**config.mk**
```make
export PLATFORM = sky130hd
export DESIGN_NAME = nibble_splitter
export DESIGN_NICKNAME = d
export VERILOG_FILES = /design/src/rtl/nibble_splitter.sv
export SDC_FILE = /design/constraint.sdc
export NUM_CORES = 1
export LEC_CHECK = 0
export CAP_MARGIN = 20
export CORE_MARGIN = 5
export CORE_UTILIZATION = 39
export DETAILED_ROUTE_END_ITERATION = 7
export PLACE_DENSITY = 0.75
export SYNTH_ARGS = -nofsm -noshare
export SYNTH_HDL_FRONTEND = slang
export SYNTH_SLANG_ARGS = --single-unit
```
**constraint.sdc**
```tcl
create_clock -name clk_i -period 1 [get_ports clk_i]
set_input_delay 0.2 -clock clk_i [delete_from_list [all_inputs] [get_ports clk_i]]
set_output_delay 0.2 -clock clk_i [all_outputs]
set_load 0.05 [all_outputs]
```
**src/rtl/nibble_splitter.sv**
```systemverilog
// rtl/nibble_splitter.sv - splits one wide word into N narrow slices over valid/ready
module nibble_splitter #(
   parameter int IN_W      = 8,
   parameter int OUT_W     = 4,
   parameter bit MSB_FIRST = 1'b1
) (
   input  logic             clk_i,
   input  logic             rst_i,
   input  logic [IN_W-1:0]  data_i,
   input  logic             valid_i,
   output logic             ready_o,
   output logic [OUT_W-1:0] data_o,
   output logic             valid_o,
   input  logic             ready_i,
   output logic             first_o,
   output logic             last_o
);

   // Number of slices per word and the width of the slice counter.
   localparam int N     = IN_W / OUT_W;
   localparam int IDX_W = (N > 1) ? $clog2(N) : 1;
   localparam logic [IDX_W-1:0] LAST_IDX = IDX_W'(N - 1);

   typedef enum logic {
      S_IDLE = 1'b0,
      S_SEND = 1'b1
   } state_t;

   state_t           r_state;
   state_t           w_next_state;
   logic [IN_W-1:0]  r_wreg;
   logic [IDX_W-1:0] r_idx;
   logic [OUT_W-1:0] w_slices [N];
   logic [OUT_W-1:0] w_cur_slice;
   logic             w_is_last;
   logic             w_in_hs;
   logic             w_out_hs;

   // Slice k of the held word, ordered so that k=0 is always emitted first.
   genvar g;
   generate
      for (g = 0; g < N; g++) begin : g_slice
         if (MSB_FIRST) begin : g_msb
            assign w_slices[g] = r_wreg[IN_W-1-g*OUT_W -: OUT_W];
         end else begin : g_lsb
            assign w_slices[g] = r_wreg[g*OUT_W +: OUT_W];
         end
      end
   endgenerate

   assign w_cur_slice = w_slices[r_idx];
   assign w_is_last   = (r_idx == LAST_IDX);
   assign w_in_hs     = valid_i & ready_o;
   assign w_out_hs    = valid_o & ready_i;

   // State register; reset drops any word in flight.
   always_ff @(posedge clk_i or posedge rst_i) begin
      if (rst_i) begin
         r_state <= S_IDLE;
      end else begin
         r_state <= w_next_state;
      end
   end

   // Next-state: leave SEND only when the last slice goes out with no follow-on word.
   always_comb begin
      w_next_state = r_state;
      case (r_state)
         S_IDLE: begin
            if (valid_i) begin
               w_next_state = S_SEND;
            end
         end
         S_SEND: begin
            if (w_out_hs && w_is_last && !valid_i) begin
               w_next_state = S_IDLE;
            end
         end
         default: w_next_state = S_IDLE;
      endcase
   end

   // Word register and slice index; a new word can be loaded back-to-back on the last slice.
   always_ff @(posedge clk_i or posedge rst_i) begin
      if (rst_i) begin
         r_wreg <= '0;
         r_idx  <= '0;
      end else if (w_in_hs) begin
         r_wreg <= data_i;
         r_idx  <= '0;
      end else if (w_out_hs && !w_is_last) begin
         r_idx  <= r_idx + IDX_W'(1);
      end
   end

   // Outputs decoded from state; ready_o passes ready_i through only on the last slice.
   always_comb begin
      valid_o = 1'b0;
      data_o  = '0;
      first_o = 1'b0;
      last_o  = 1'b0;
      ready_o = 1'b0;
      case (r_state)
         S_IDLE: begin
            ready_o = 1'b1;
         end
         S_SEND: begin
            valid_o = 1'b1;
            data_o  = w_cur_slice;
            first_o = (r_idx == '0);
            last_o  = w_is_last;
            ready_o = w_is_last & ready_i;
         end
         default: begin
            ready_o = 1'b0;
         end
      endcase
   end

endmodule
```
==> qor.yml <==
power.density_nw_per_um2: 3400
multi_input_comb_area_um2: 315
antenna_violating_nets_post_route: 0
synth-xor-area-share_pct: 1.40
core.rowCount: 14
area_growth_pct: 71.4
max_freq_mhz: 672
power.share.switching_pct: 40.7
setup-tns-final_ns: -5.43
power.clock.fraction_pct: 10.5
setup_violations: 18
post_synth_mux_area_share_pct: 6.40
clock_skew_ns: 0.00924
insertion_delay_ns: 0.28
max-slew-margin-rel_pct: 74.5
timing.final.crit_period_ns: 1.49
layout-drive-gt1-share_pct: 52.7
fp.coreArea_um2: 1510
critical_path.max_stage_delay_ns: 0.43
min_path_type: "primary input to async pin"
wl_um: 1490
timing.critical_path.to_type: "output port"
synthesis.instances: 57
crit_slowest_cell: "dfrtp_2"
area_enclosed_by_the_die_boundary_um2: 2510
nets: 106
synth-seq-area-share_pct: 40.0
clk_pin_slew_worst_paths_ns: 0.08
number_of_i_o_pins: 20
nFillCells: 111
setup.worst_path.start_class: "flop"
timing_hold_violations_final: 0
final_critical_path_setup_slack_ns: -0.489
violations_in_the_final_reports: "negative setup slack"
synthesis.area_per_instance_um2: 11.0
worst_ir_drop_vdd_mv: 2.19
synthSimpleGateAreaFrac_pct: 15.0
place.gp.congestion: 0.701
tritoncts: "yes"
drv.max_cap_violation_count: 0
grt_pass1_wl_um: 2450
synth_top_family_by_area: "compound AO/OA/AOI/OAI gates"
synth_seq_cells: 10
cp_max_fo: 5
p_leak_uw: 0.000513
routed-via-count: 529
pin_count_of_the_biggest_net_entering_global_routing: 11
gr-total-overflow: 0
grt_pass1_vias: 518
ys.warnings.count: 0
crit_required_ns: 0.80
dp_worst_setup_slack_ns: -0.371
final_min_period_over_clock_period_pct: 149
portBuffers: 19
regArea_um2: 253
clock_sinks: 10
place_hpwl_um: 1070
worst_path_most_repeated_cell: "buf_12"
rsz_0062_raised_after_global_routing: "true"
die-height_um: 50.1
cts_max_level: 1
post_synth_fa_ha_maj_area_fraction_pct: 0
dieWidth_um: 50.1
wl_per_cell_um: 13.7
power.net_switching_uw: 1480
p_comb_share_pct: 70.1
number_of_cts_inserted_buffers: 3
cell_type_group_with_the_largest_total_delay_on_the_critical_path: "flip-flops"
post-route-drc-count: 0
share_seq_of_total_power_pct: 19.4
number_of_antenna_violations_at_the_first_check_in_global_routing: 0
root_buffer: "clkbuf_4"
crit_chain: "buf_12, mux2i_1, nor2b_2, buf_12"
cts-root-to-sink-buffers: 2
power_report.internal_total_uw: 2160
worstMarginPinSlew_ns: 0.382
drt-pass1-iter-count: 5
floorplan.initialDensity_pct: 41.5
routed_via_density: 4.85
run_status: "finished with violations"
track_usage_pct: 13.3
post_synthesis_compound_gate_area_fraction_pct: 25.4
criticalPathCategory: "flop to output port"
path_buf_inv: 2
syn_area_um2: 626
post_synth_net_total: 69
worstPathArrival_ns: 1.29
dr.first_iter.drc_count: 3
slew_violations: 0
count_of_unique_library_cells_instantiated_by_yosys: 16
ant_diodes: 0
cts_hold_buf: 0
[kinds of logic after synthesis]
| group | count (synthesis) |
|---|---|
| and+or+nand+nor | 17 |
| buffers and inverters | 15 |
| AOI/OAI and AO/OA | 10 |
| DFF | 10 |
| muxes | 4 |
| xor gates and xnor gates | 1 |
[cells in the mapped netlist, drive strengths merged]
| master | instances | area share, % |
|---|---|---|
| nand2 | 8 | 4.8 |
| xor2 | 1 | 1.4 |
| and3 | 1 | 1.8 |
| a21boi | 1 | 3.0 |
| a22o | 1 | 1.6 |
| and2 | 1 | 1.2 |
| clkbuf | 1 | 0.80 |
| o32ai | 8 | 21 |
| buf | 3 | 4.4 |
| dfrtp | 10 | 40 |
| mux2i | 4 | 6.4 |
| or2 | 1 | 1.0 |
| and2b | 1 | 1.2 |
| nor2b | 5 | 5.0 |
| inv | 11 | 6.6 |
[through the flow]
stage	instances	cell area [um2]	utilization, %	hold WS, ns	total power, uW
finish	109	1070	71.2	0.194	3640
global route	109	1070	71.2	0.224	3850
CTS	104	1010	67.4	0.201	3480
detailed placement	98	958	63.6	0.509	3050
global placement	98	958	63.6	0.504	3010
floorplan	57	638	-	0.0401	2110
[final timing paths]
path / from / cells past startpoint / slack, ns / to
setup reg to reg: r_idx$_DFFE_PP0P_ / 5 / -0.23 / r_wreg[3]$_DFFE_PP0P_
min in group clk_i: data_i[5] / 3 / 0.49 / r_wreg[5]$_DFFE_PP0P_
setup / recovery: r_idx$_DFFE_PP0P_ / 4 / -0.49 / data_o[0]
max in group asynchronous: rst_i / 2 / 0.50 / r_state$_DFF_PP0_
hold reg to reg: r_wreg[5]$_DFFE_PP0P_ / 2 / 0.56 / r_wreg[5]$_DFFE_PP0P_
hold / removal: rst_i / 2 / 0.19 / r_wreg[0]$_DFFE_PP0P_
[placed cells by master (no fill, tap or decap)]
master / netlist / layout
clkdlybuf4s50_1: 0 / 11
and2b_2: 0 / 1
or2_1: 1 / 1
buf_2: 1 / 1
and3_4: 1 / 1
a21boi_4: 1 / 1
a22o_2: 1 / 1
clkbuf_8: 0 / 1
nor2b_2: 0 / 5
dfrtp_1: 10 / 8
clkbuf_4: 0 / 3
mux2i_1: 4 / 4
and2_2: 1 / 1
dfrtp_2: 0 / 2
buf_12: 0 / 8
nand2_1: 8 / 8
o32ai_2: 8 / 8
inv_1: 11 / 11
buf_4: 0 / 13
buf_6: 2 / 3
xor2_1: 1 / 1
[flip-flops by register name, summed over array words and instances, names as in the netlist]
signal and flops:
r_idx 1, r_wreg 8, r_state 1
[layer usage]
metal | GRT usage [%] | part of all wire, %
met1 | 13.6 | 38
met2 | 23.4 | 55
met3 | 6.33 | 6.0
met4 | 3.93 | 0.87
met5 | 0 | 0
[layout make-up]
class / instances / share of cell area [%]
clock buffers: 4 / 3.38
inverters: 11 / 3.85
multi-input cells: 32 / 29.4
flip-flops and latches: 10 / 23.6
well taps: 16 / 1.87
repair buffers: 36 / 37.9
[power groups by stage]
| stage | Clock [uW] | Sequential (uW) | Combinational [uW] |
|---|---|---|---|
| 6_report | 382 | 707 | 2550 |
| 5_1_grt | 431 | 741 | 2680 |
| 4_1_cts | 394 | 760 | 2330 |
| 3_5_place_dp | 0 | 767 | 2280 |
| 3_3_place_gp | 0 | 757 | 2250 |
| 2_1_floorplan | 0 | 704 | 1410 |
[worst reg2reg max path: stages (launching register included)]
cell,delay [ns]
dfrtp_2,0.43
buf_2,0.17
a21boi_4,0.18
buf_4,0.14
buf_4,0.13
o32ai_2,0.07
[what timing repair did]
| action | in CTS | in global routing |
|---|---|---|
| pin swaps | 0 | 1 |
| endpoints found under the setup margin | 18 | 18 |
| buffers inserted | 2 | 5 |
| gates resized for setup | 4 | 3 |
No activity file was read; power rests on OpenSTA's default activity.
